<file path="config.mk">
export PLATFORM = sky130hd
export DESIGN_NAME = pu_bitops
export DESIGN_NICKNAME = d
export VERILOG_FILES = /design/src/rtl/pu_bitops.sv
export SDC_FILE = /design/constraint.sdc
export NUM_CORES = 1
export LEC_CHECK = 0
export CAP_MARGIN = 20
export CORE_MARGIN = 2
export CORE_UTILIZATION = 25
export CTS_CLUSTER_SIZE = 40
export DETAILED_ROUTE_END_ITERATION = 6
export GPL_TIMING_DRIVEN = 0
export HOLD_SLACK_MARGIN = 0.15
export PLACE_DENSITY = 0.51
export SLEW_MARGIN = 0
export SYNTH_ARGS = -nofsm -noshare
export SYNTH_HDL_FRONTEND = slang
export SYNTH_SLANG_ARGS = --single-unit
</file>
<file path="constraint.sdc">
create_clock -name i_clk -period 2.6 [get_ports i_clk]
set_input_delay 0.39 -clock i_clk [delete_from_list [all_inputs] [get_ports i_clk]]
set_output_delay 0.39 -clock i_clk [all_outputs]
set_load 0.02 [all_outputs]
</file>
<file path="src/rtl/pu_bitops.sv">
// pu_bitops -- bitwise processing unit in the unique-ack chain.
//
// Purpose:
//   The unit executes AND/OR/XOR and their immediate forms with a registered
//   write-back (latency 1). When PU_BITOPS_COUNT_EN is defined, it also runs
//   POPCNT/CLZ on an iterative chunk counter. That counter consumes
//   OPTION_CNT_STEP bits per cycle, MSB first, and raises o_busy while it runs.
//   In the default build (macro undefined) POPCNT/CLZ are not claimed and
//   o_busy is tied low.
//
// Ports:
//   i_clk, i_rst        clock (rising edge), async active-high reset
//   i_valid, i_opcode   instruction presented by the control unit
//   i_rega/b, i_regd    source/destination register numbers
//   i_imm               immediate, zero-extended to OPTION_REG_WIDTH
//   i_unique_ack        an upstream unit already claimed the instruction
//   o_unique_ack        this unit claims the instruction (combinational)
//   o_busy              count FSM occupied; the instruction must be held
//   o_sela/o_selb       register-file selects (pass-through)
//   o_write_*           registered write-back port, one strobe per result
//   i_ina/i_inb         register-file read data
module pu_bitops #(
  parameter int OPTION_REG_WIDTH    = 64,
  parameter int OPTION_OPCODE_WIDTH = 6,
  parameter int OPTION_IMM_WIDTH    = 16,
  parameter int OPTION_CNT_STEP     = 8
) (
  input  logic                           i_clk,
  input  logic                           i_rst,
  input  logic                           i_valid,
  input  logic [OPTION_OPCODE_WIDTH-1:0] i_opcode,
  input  logic [4:0]                     i_rega,
  input  logic [4:0]                     i_regb,
  input  logic [4:0]                     i_regd,
  input  logic [OPTION_IMM_WIDTH-1:0]    i_imm,
  input  logic                           i_unique_ack,
  output logic                           o_unique_ack,
  output logic                           o_busy,
  output logic [4:0]                     o_sela,
  output logic [4:0]                     o_selb,
  output logic [4:0]                     o_write_reg,
  output logic [OPTION_REG_WIDTH-1:0]    o_write_data,
  output logic                           o_write_en,
  input  logic [OPTION_REG_WIDTH-1:0]    i_ina,
  input  logic [OPTION_REG_WIDTH-1:0]    i_inb
);
  localparam int W = OPTION_REG_WIDTH;
  localparam int OW = OPTION_OPCODE_WIDTH;

  // Elaboration-time parameter sanity checks.
  if ((W < 8) || ((W & (W - 1)) != 0)) begin : g_chk_w
    $error("OPTION_REG_WIDTH must be a power of two >= 8");
  end
  if ((OPTION_CNT_STEP < 1) || (OPTION_CNT_STEP > W) || ((W % OPTION_CNT_STEP) != 0)) begin : g_chk_step
    $error("OPTION_CNT_STEP must divide OPTION_REG_WIDTH");
  end

  localparam logic [OW-1:0] OP_AND  = OW'(6'b000100);
  localparam logic [OW-1:0] OP_OR   = OW'(6'b000101);
  localparam logic [OW-1:0] OP_XOR  = OW'(6'b000110);
  localparam logic [OW-1:0] OP_ANDI = OW'(6'b000111);
  localparam logic [OW-1:0] OP_ORI  = OW'(6'b001000);
  localparam logic [OW-1:0] OP_XORI = OW'(6'b001001);

  assign o_sela = i_rega;
  assign o_selb = i_regb;

  // Decode
  logic       is_logic, is_imm, is_cnt, is_clz;
  logic [1:0] lop;  // 0 AND, 1 OR, 2 XOR

  always_comb begin
    is_logic = 1'b0;
    is_imm   = 1'b0;
    is_cnt   = 1'b0;
    is_clz   = 1'b0;
    lop      = 2'd0;
    case (i_opcode)
      OP_AND:  begin is_logic = 1'b1; lop = 2'd0; end
      OP_OR:   begin is_logic = 1'b1; lop = 2'd1; end
      OP_XOR:  begin is_logic = 1'b1; lop = 2'd2; end
      OP_ANDI: begin is_logic = 1'b1; lop = 2'd0; is_imm = 1'b1; end
      OP_ORI:  begin is_logic = 1'b1; lop = 2'd1; is_imm = 1'b1; end
      OP_XORI: begin is_logic = 1'b1; lop = 2'd2; is_imm = 1'b1; end
`ifdef PU_BITOPS_COUNT_EN
      OW'(6'b001010): is_cnt = 1'b1;
      OW'(6'b001011): begin is_cnt = 1'b1; is_clz = 1'b1; end
`endif
      default: ;
    endcase
  end

  // The claim ignores busy, so a held instruction is never taken by a later unit.
  assign o_unique_ack = i_valid & (is_logic | is_cnt) & ~i_unique_ack;
  logic accept;
  assign accept = o_unique_ack & ~o_busy;

  logic [W-1:0] opb, lres;
  assign opb = is_imm ? W'(i_imm) : i_inb;

  always_comb begin
    case (lop)
      2'd0:    lres = i_ina & opb;
      2'd1:    lres = i_ina | opb;
      default: lres = i_ina ^ opb;
    endcase
  end

  logic         wr_en_q;
  logic [4:0]   wr_reg_q;
  logic [W-1:0] wr_data_q;
  assign o_write_en   = wr_en_q;
  assign o_write_reg  = wr_reg_q;
  assign o_write_data = wr_data_q;

`ifdef PU_BITOPS_COUNT_EN
  localparam int STEP  = OPTION_CNT_STEP;
  localparam int NCH   = W / STEP;
  localparam int ACC_W = $clog2(W) + 1;
  localparam int CNT_W = $clog2(NCH) + 1;

  typedef enum logic [1:0] {S_IDLE, S_COUNT, S_WRITE} state_t;

  state_t           state_q;
  logic [W-1:0]     shreg_q;
  logic [ACC_W-1:0] acc_q, acc_d;
  logic [CNT_W-1:0] cnt_q;
  logic             done_q, done_d, clz_q;
  logic [4:0]       rd_q;
  logic [STEP-1:0]  chunk;
  logic [ACC_W-1:0] pc, lz;
  logic             found;

  assign o_busy = (state_q != S_IDLE);
  assign chunk  = shreg_q[W-1 -: STEP];

  // Per-chunk set-bit count and leading-zero count (MSB first).
  always_comb begin
    pc    = '0;
    lz    = '0;
    found = 1'b0;
    for (int i = STEP - 1; i >= 0; i--) begin
      if (chunk[i]) begin
        pc    = pc + ACC_W'(1);
        found = 1'b1;
      end else if (!found) begin
        lz = lz + ACC_W'(1);
      end
    end
    // CLZ freezes once any earlier chunk contained a one.
    if (clz_q) acc_d = done_q ? acc_q : acc_q + lz;
    else       acc_d = acc_q + pc;
    done_d = done_q | (|chunk);
  end
`else
  assign o_busy = 1'b0;
`endif

  always_ff @(posedge i_clk or posedge i_rst) begin
    if (i_rst) begin
      wr_en_q   <= 1'b0;
      wr_reg_q  <= '0;
      wr_data_q <= '0;
`ifdef PU_BITOPS_COUNT_EN
      state_q <= S_IDLE;
      shreg_q <= '0;
      acc_q   <= '0;
      cnt_q   <= '0;
      done_q  <= 1'b0;
      clz_q   <= 1'b0;
      rd_q    <= '0;
`endif
    end else begin
      wr_en_q <= 1'b0;
      if (accept && is_logic) begin
        wr_en_q   <= 1'b1;
        wr_reg_q  <= i_regd;
        wr_data_q <= lres;
      end
`ifdef PU_BITOPS_COUNT_EN
      case (state_q)
        S_IDLE: if (accept && is_cnt) begin
          shreg_q <= i_ina;
          rd_q    <= i_regd;
          acc_q   <= '0;
          done_q  <= 1'b0;
          clz_q   <= is_clz;
          cnt_q   <= CNT_W'(NCH);
          state_q <= S_COUNT;
        end
        S_COUNT: begin
          shreg_q <= shreg_q << STEP;
          acc_q   <= acc_d;
          done_q  <= done_d;
          cnt_q   <= cnt_q - CNT_W'(1);
          if (cnt_q == CNT_W'(1)) state_q <= S_WRITE;
        end
        S_WRITE: begin
          wr_en_q   <= 1'b1;
          wr_reg_q  <= rd_q;
          wr_data_q <= W'(acc_q);
          state_q   <= S_IDLE;
        end
        default: state_q <= S_IDLE;
      endcase
`endif
    end
  end
endmodule
</file>
After elaboration in Yosys (flattened, before gate mapping):

Index checks and enable logic that the tools add are counted.

* input bits: 169
* bits in registers: 70
* output and inout bits: 82

* reductions and logical operators: 6
* muxes and demuxes: 6
* equal/unequal tests: 7
* bitwise gates (word level): 6

Operator list (count)
* case mux 64 bit (2 select lines): 1
* AND 64 bit: 1
* 2-to-1 mux 64 bit: 1
* bitwise OR 64 bit: 1
* bitwise XOR 64 bit: 1
* == test 6 x 3 -> 1 bit (second input constant): 4
* == test 6 x 4 -> 1 bit (second input constant): 2
* OR reduction 6 bit: 1
* case mux 2 bit (2 select lines): 1
* OR reduction 2 bit: 2
* 2-to-1 mux 1 bit: 3
* OR reduction 3 bit: 1
* AND 1 bit: 2
* == test 2 x 1 -> 1 bit (second input constant): 1
* logical NOT 2 bit: 1
* logical AND 1 bit: 1
* inverter 1 bit: 1

Depth between registers and ports, before layout:

Gate-level depths: netlist of run 1.

* word-level depth: 7
* gate-level depth with buffers: 9

Worst setup path before layout of run 1:

OpenSTA, ideal clock, no wires.

* path type: input port to flip-flop
* start: input i_opcode[3]
* end: register wr_data_q[39], in the netlist o_write_data[39]
* library setup time: 0.131 ns
* stages on the path: 9
* path slack: 0.561 ns
* path buffers: 2
* arrival time: 1.908 ns
* cells stage by stage: and2b_1 -> and3_1 -> o21ai_2 -> buf_4 -> buf_2 -> nand2_1 -> ha_1 -> a2bb2oi_1 -> a31oi_2

* longest elaborated chain between the ends: 6
* elaborated cells on any way between the ends: 23
* those cells by class: eq/ne: 7; mux: 5; bitwise: 5; reduce/logical: 6

Ends and longest elaborated chain
* start: declaration: line 31 `input logic [OPTION_OPCODE_WIDTH-1:0] i_opcode,`
* == test 6 x 4 -> 1 bit / == test 6 x 3 -> 1 bit (equally long branches): line 78 `case (i_opcode)`
* OR reduction 3 bit (no source line) / OR reduction 6 bit (equally long branches)
* 2-to-1 mux 1 bit: line 78
* 2-to-1 mux 64 bit / AND 1 bit (equally long branches): line 99, 94
* bitwise XOR 64 bit, or another cell as far along: line 105 `default: lres = i_ina ^ opb;`
* case mux 64 bit (2 select lines) / logical AND 1 bit (equally long branches): line 102, 175
* end signal: assignment: line 178 `wr_data_q <= lres;`
* end: declaration: line 111 `logic [W-1:0] wr_data_q;`

Several ways; a longest one is shown, not always the timed one.
A chain may end at the register's enable or synchronous reset.

Worst setup path in the final report of run 1:

* start: input i_opcode[3]
* end: register wr_data_q[44], in the netlist o_write_data[44]

Same word-level chain as after synthesis.

==> results of run 1 <==
[routing by layer]
| layer | GRT usage | vias to the layer above | share of wire |
|---|---|---|---|
| met2 | 0.264 | 192 | 0.45 |
| li1 | - | 2967 | - |
| met4 | 0.0266 | 0 | 0.0068 |
| met3 | 0.0509 | 11 | 0.075 |
| met1 | 0.216 | 2722 | 0.47 |
| met5 | 0 | - | 0 |
[logic make-up after synthesis]
logic type,count (synthesis),synth area share
fa+ha+maj,128,0.243
buf+inv,124,0.0958
simple gates,234,0.161
other cells,1,0.000568
mux,37,0.0601
flops,70,0.265
compound gates,135,0.174
[cell type report]
cell class,instances,area [sq um],share of cell area
diodes,2,5.00,0.000510
clock buffers,12,267,0.0272
multi-input cells,535,4230,0.431
inverters,66,250,0.0255
plain buffers,56,398,0.0406
well taps,335,419,0.0427
flip-flops and latches,70,1750,0.179
repair buffers,242,2450,0.250
clock inverters,3,42.5,0.00434
[cell usage in the layout, fill, tap and decap left out, types with 2 or more instances in the layout]
master	instances
diode_2	2
a2bb2oi_1	64
a31oi_2	18
buf_4	21
mux2i_1	16
buf_6	11
nand2_1	111
clkdlybuf4s50_1	237
clkbuf_8	3
o21a_1	2
a31oi_1	46
mux2_1	10
buf_2	20
and2_1	48
clkbuf_16	9
ha_1	128
clkbuf_2	4
dfrtp_1	70
o2111a_1	2
mux2_2	11
inv_1	65
nor2_1	64
[how the worst max path moves through the flow]
stage	endpoint	slack, ps	cells after the start
after floorplan	o_write_data[0]	440	1
after global placement	o_write_data[13]	-1350	2
after detailed placement	o_write_data[39]	-590	10
after CTS	o_write_data[34]	7	10
after global routing	o_write_data[42]	4	10
final	o_write_data[44]	140	10
[power by group through the flow]
stage / Clock [mW] / Combinational (mW) / Sequential [mW]
after CTS: 1.37 / 2.10 / 1.55
after detailed placement: 0 / 2.09 / 1.56
after floorplan: 0 / 0.654 / 1.90
after global placement: 0 / 2.08 / 1.55
final: 1.34 / 2.07 / 1.54
after global routing: 1.42 / 2.25 / 1.58
[metrics by stage]
stage,cells,worst slack [ps]
3_5_place_dp,1304,-590
2_1_floorplan,729,442
6_report,1321,137
5_1_grt,1319,3.76
3_3_place_gp,1303,-1350
4_1_cts,1321,7.34
[critical path, stage by stage]
cell             delay [ps]
clkdlybuf4s50_1         560
and2b_1                 230
and3_1                  220
o21ai_4                 200
buf_4                   230
buf_6                   200
nand2_1                  70
ha_1                    270
a2bb2oi_1               180
a31oi_2                 110
[timing repair]
| action | CTS | global route |
|---|---|---|
| pin swaps | 1 | 0 |
| gates cloned | 0 | 0 |
| gates resized for setup | 6 | 12 |
| hold buffers | 0 | 0 |
| buffers inserted | 2 | 0 |
| endpoints found under the setup margin | 43 | 53 |
==> metrics.txt, run 1 <==
Worst Setup End Kind=flip-flop; critical path type=primary input to flip-flop; vias post-DR=5892; Synth top area share=0.265; top post-synthesis cells by area=dfrtp_1 (27%), ha_1 (24%), a2bb2oi_1 (8.5%); Die ar.=0.0277 sq mm; Combinational Power Share=0.418; root buf cell=clkbuf_16; Layout area overhead=48.6%; GR Overflow Total=0; Die Y-Extent=166 um; Post-Route Setup TNS=0 ps; Fmax=406 MHz; fill count=2658; Reg power frac=0.311; Yosys warnings=0; fin util=0.377; leading area contributor after synthesis=dfrtp_1; Final setup viols=0; Final Power=4.94 mW; core area=0.0260 sq mm; HP Class=primary input to async pin; Final Wtd Congestion=0.767; layout cell share with drive strength beyond 1=0.114; unrepaired setup endpoints after global routing=no; worst vdd ir=0.294 mV; fin crit period=2460 ps; outcome=completed; Skew-Pair Late Insertion Delay=340 ps; CP Data Arrival Time=2680 ps; Post-synth top cells=ha_1 (128), nand2_1 (111), dfrtp_1 (70); syn_nets=1026; IO Pins=251; Clk network pwr share=0.271; asr flop ratio synth=1.00; DRT Wirelength=22500 um; initial antenna violation count=4; clk buf depth=2; First-pass DRT Iterations=4; Placed Area=0.00944 sq mm; PortBufs=239; Seq/Total Area, Yosys=0.265; final hold violation count=0; Mean Syn Cell Area=9.05 sq um; design area=0.00981 sq mm; Routed wire per std cell=17.0 um; drt initial violations=313; nets=1277; # rows=59; vias per cell=4.46; Die X=166 um; gr usage total=0.163; most common cell in the netlist=ha_1; worst r2r src=o_write_reg[1]; first-pass GRT wire length=34900 um; Worst setup SP type=primary input; Residual DRC=0; worst reg2reg path endpoint=o_write_reg[1]; Final Cycle Share=0.947; Pint=3.28 mW; Worst-Margin Slew=822 ps; Clock Skew=0 ps; post-synthesis cell type count=31; Leak Pwr=4.67 nW; H-tree Lvls=3; crit-path max FO=10; R2R Setup Slk=1860 ps; CTS buffer count=9; slew margin rel.=0.452; Sw Share=0.336; Post-synth EDFFs=0; pwr/cell area=504 mW/mm^2; max-slew violations=0; Most used DFF post-synth=dfrtp_1; CTS tree=done; FF-to-FF path depth=1; Synth Register Bits=70; post-route antenna net violation count=0; Psw=1.66 mW; HPWL after DPL=17100 um; CP startpoint=i_opcode[3]; vias in the first global route=6101; max-cap violations=0; Post-Syn Area=0.00660 sq mm; largest net degree at the start of global routing=55; Hold WS=350 ps; number of flip-flops in the largest register=64; Req. time, crit path=2810 ps; starting density of the core=0.254; number of clock sinks=70; Clock Pin Slew Worst Setup and Hold Paths=60 ps; Post-Synthesis Cells=729
Power figures use the tool's default switching activity.
==> inputs of run 2 (changes only) <==
--- a/config.mk
+++ b/config.mk
@@ -10,9 +10,10 @@
 export CORE_UTILIZATION = 25
 export CTS_CLUSTER_SIZE = 40
 export DETAILED_ROUTE_END_ITERATION = 6
+export DONT_BUFFER_PORTS = 1
 export GPL_TIMING_DRIVEN = 0
 export HOLD_SLACK_MARGIN = 0.15
-export PLACE_DENSITY = 0.51
+export PLACE_DENSITY = 0.39
 export SLEW_MARGIN = 0
 export SYNTH_ARGS = -nofsm -noshare
 export SYNTH_HDL_FRONTEND = slang
==> run 2 against run 1 <==
Net effect: combinational power decreased by 63%; final area down 25%; critical path depth is 1 lower; global-route usage shrank 0.78 points; clock power about the same; non-clock buffer count is 238 lower; via count down 16%; routed wire length shrank 4.0%; sequential power increased by 29%; largest power group is now registers; highest routed layer unchanged.
==> metrics.txt, run 2 (synthesis gave the netlist of run 1 again) <==
Worst setup SP type=primary input; H-tree Lvls=3; worst vdd ir=0.260 mV; layout cell share with drive strength beyond 1=0.143; Combinational Power Share=0.188; Clock Skew=0 ps; Layout Cells excl Fill=1082; nets=1039; fin crit period=2160 ps; number of flip-flops in the largest register=64; DRT Wirelength=21600 um; Reg power frac=0.482; fin util=0.284; FF/Latch Area=0.00175 sq mm; Worst Setup End Kind=flip-flop; commonest non-fill, non-tap cell in the layout=ha_1; root buf cell=clkbuf_16; CP cell instances=and2b_1 > and3_1 > o21ai_2 > buf_4 > buf_2 > nand2_1 > ha_1 > a2bb2oi_1 > a31oi_2; CTS buffer count=9; Crit path largest cell delay=330 ps; drt initial violations=150; Post-Route Setup TNS=0 ps; Psw=1.55 mW; pwr/cell area=559 mW/mm^2; vias in the first global route=5213; fill count=2819; First-pass DRT Iterations=4; Skew-Pair Late Insertion Delay=350 ps; Req. time, crit path=2810 ps; max-slew violations=0; clk buf depth=2; IO Pins=251; Routed wire per std cell=19.9 um; Final Cycle Share=0.831; gr usage total=0.155; Leak Pwr=3.70 nW; max-cap violations=0; Residual DRC=0; vias per cell=4.59; Final Wtd Congestion=0.725; antenna cell count=0; number of clock sinks=70; crit-path max FO=10; Max stage delay cell, worst path=o21ai_2; Final Power=4.12 mW; Worst Setup Slack, final=440 ps; Clk network pwr share=0.330; initial antenna violation count=0; final hold violation count=0; Layout area overhead=11.7%; CP Data Arrival Time=2370 ps; largest net degree at the start of global routing=42; critical path type=primary input to flip-flop; outcome=completed; first-pass GRT wire length=32500 um; GR Overflow Total=0; HPWL after DPL=16100 um; core area=0.0260 sq mm; PortBufs=0; Sw Share=0.376; slew margin rel.=0.424; Pint=2.57 mW; Die X=166 um; # rows=59; vias post-DR=4970; dpl ws=52.8 ps; Worst-Margin Slew=864 ps; HP Class=primary input to flip-flop; Die Y-Extent=166 um; CTS tree=done; Final setup viols=0; starting density of the core=0.254; area of the multi-input gates=0.00422 sq mm; Cell Count Post-Placement=1065; Clock Pin Slew Worst Setup and Hold Paths=70 ps; Fmax=463 MHz; unrepaired setup endpoints after global routing=no; post-route antenna net violation count=0; Die ar.=0.0277 sq mm; Post-CTS Setup Bufs=0; most frequent cells in the layout=ha_1 (128), nand2_1 (111), dfrtp_1 (70)
-- run 2: cell count changes in the layout (fill, tap and decap cells not counted), moves of 2 or more --
cell             delta
clkbuf_2            -4
diode_2             -2
clkbuf_1            +5
clkdlybuf4s50_1   -237
buf_6               -3
buf_2               +5
-- run 2: final timing paths --
kind / startpoint / slack [ps] / cells past startpoint / end
max: i_opcode[3] / 440 / 9 / o_write_data[44]
min: i_regd[1] / 190 / 1 / o_write_reg[1]
max reg2reg: o_write_reg[4] / 1740 / 1 / o_write_reg[4]
min reg2reg: o_write_data[37] / 650 / 2 / o_write_data[37]
max in group asynchronous: i_rst / 1450 / 3 / o_write_data[40]
min in group asynchronous: i_rst / 550 / 2 / o_write_data[2]
-- run 2: final cells by class --
type	count	area share
clock buffers	12	0.0348
flip-flops and latches	70	0.238
well taps	335	0.0569
clock inverters	4	0.00730
inverters	66	0.0340
multi-input cells	535	0.572
repair buffers	2	0.00509
plain buffers	58	0.0521
-- run 2: critical path: cells and delay by family --
kind / cells / cell delay (ps)
adder cells (fa/ha/maj): 1 / 270
buffers and inverters: 2 / 590
AND/OR/NAND/NOR: 3 / 490
AO/OA/AOI/OAI: 3 / 630
-- run 2: through the flow --
stage,hold WS (ps),instance area [sq um]
final,189,7370
after global routing,170,7370
after CTS,174,7370
after detailed placement,317,7050
after global placement,543,7020
after floorplan,542,6600
-- run 2: power by group through the flow --
stage / registers [mW] / clock network, mW / logic, mW
floorplan: 1.90 / 0 / 0.654
global placement: 2.02 / 0 / 0.778
detailed placement: 2.02 / 0 / 0.791
CTS: 2.00 / 1.40 / 0.793
global route: 2.03 / 1.45 / 0.901
finish: 1.98 / 1.36 / 0.775
-- run 2: repair_timing --
item                      4_1_cts  5_1_grt
gates resized for setup         0        0
hold buffers                    1        0
hold endpoints to repair       29        0
-- run 2: metal layers --
metal	part of all wire	global-route usage
met1	0.43	0.189
met2	0.47	0.260
met3	0.091	0.0632
met4	0.0066	0.0270
met5	0	0
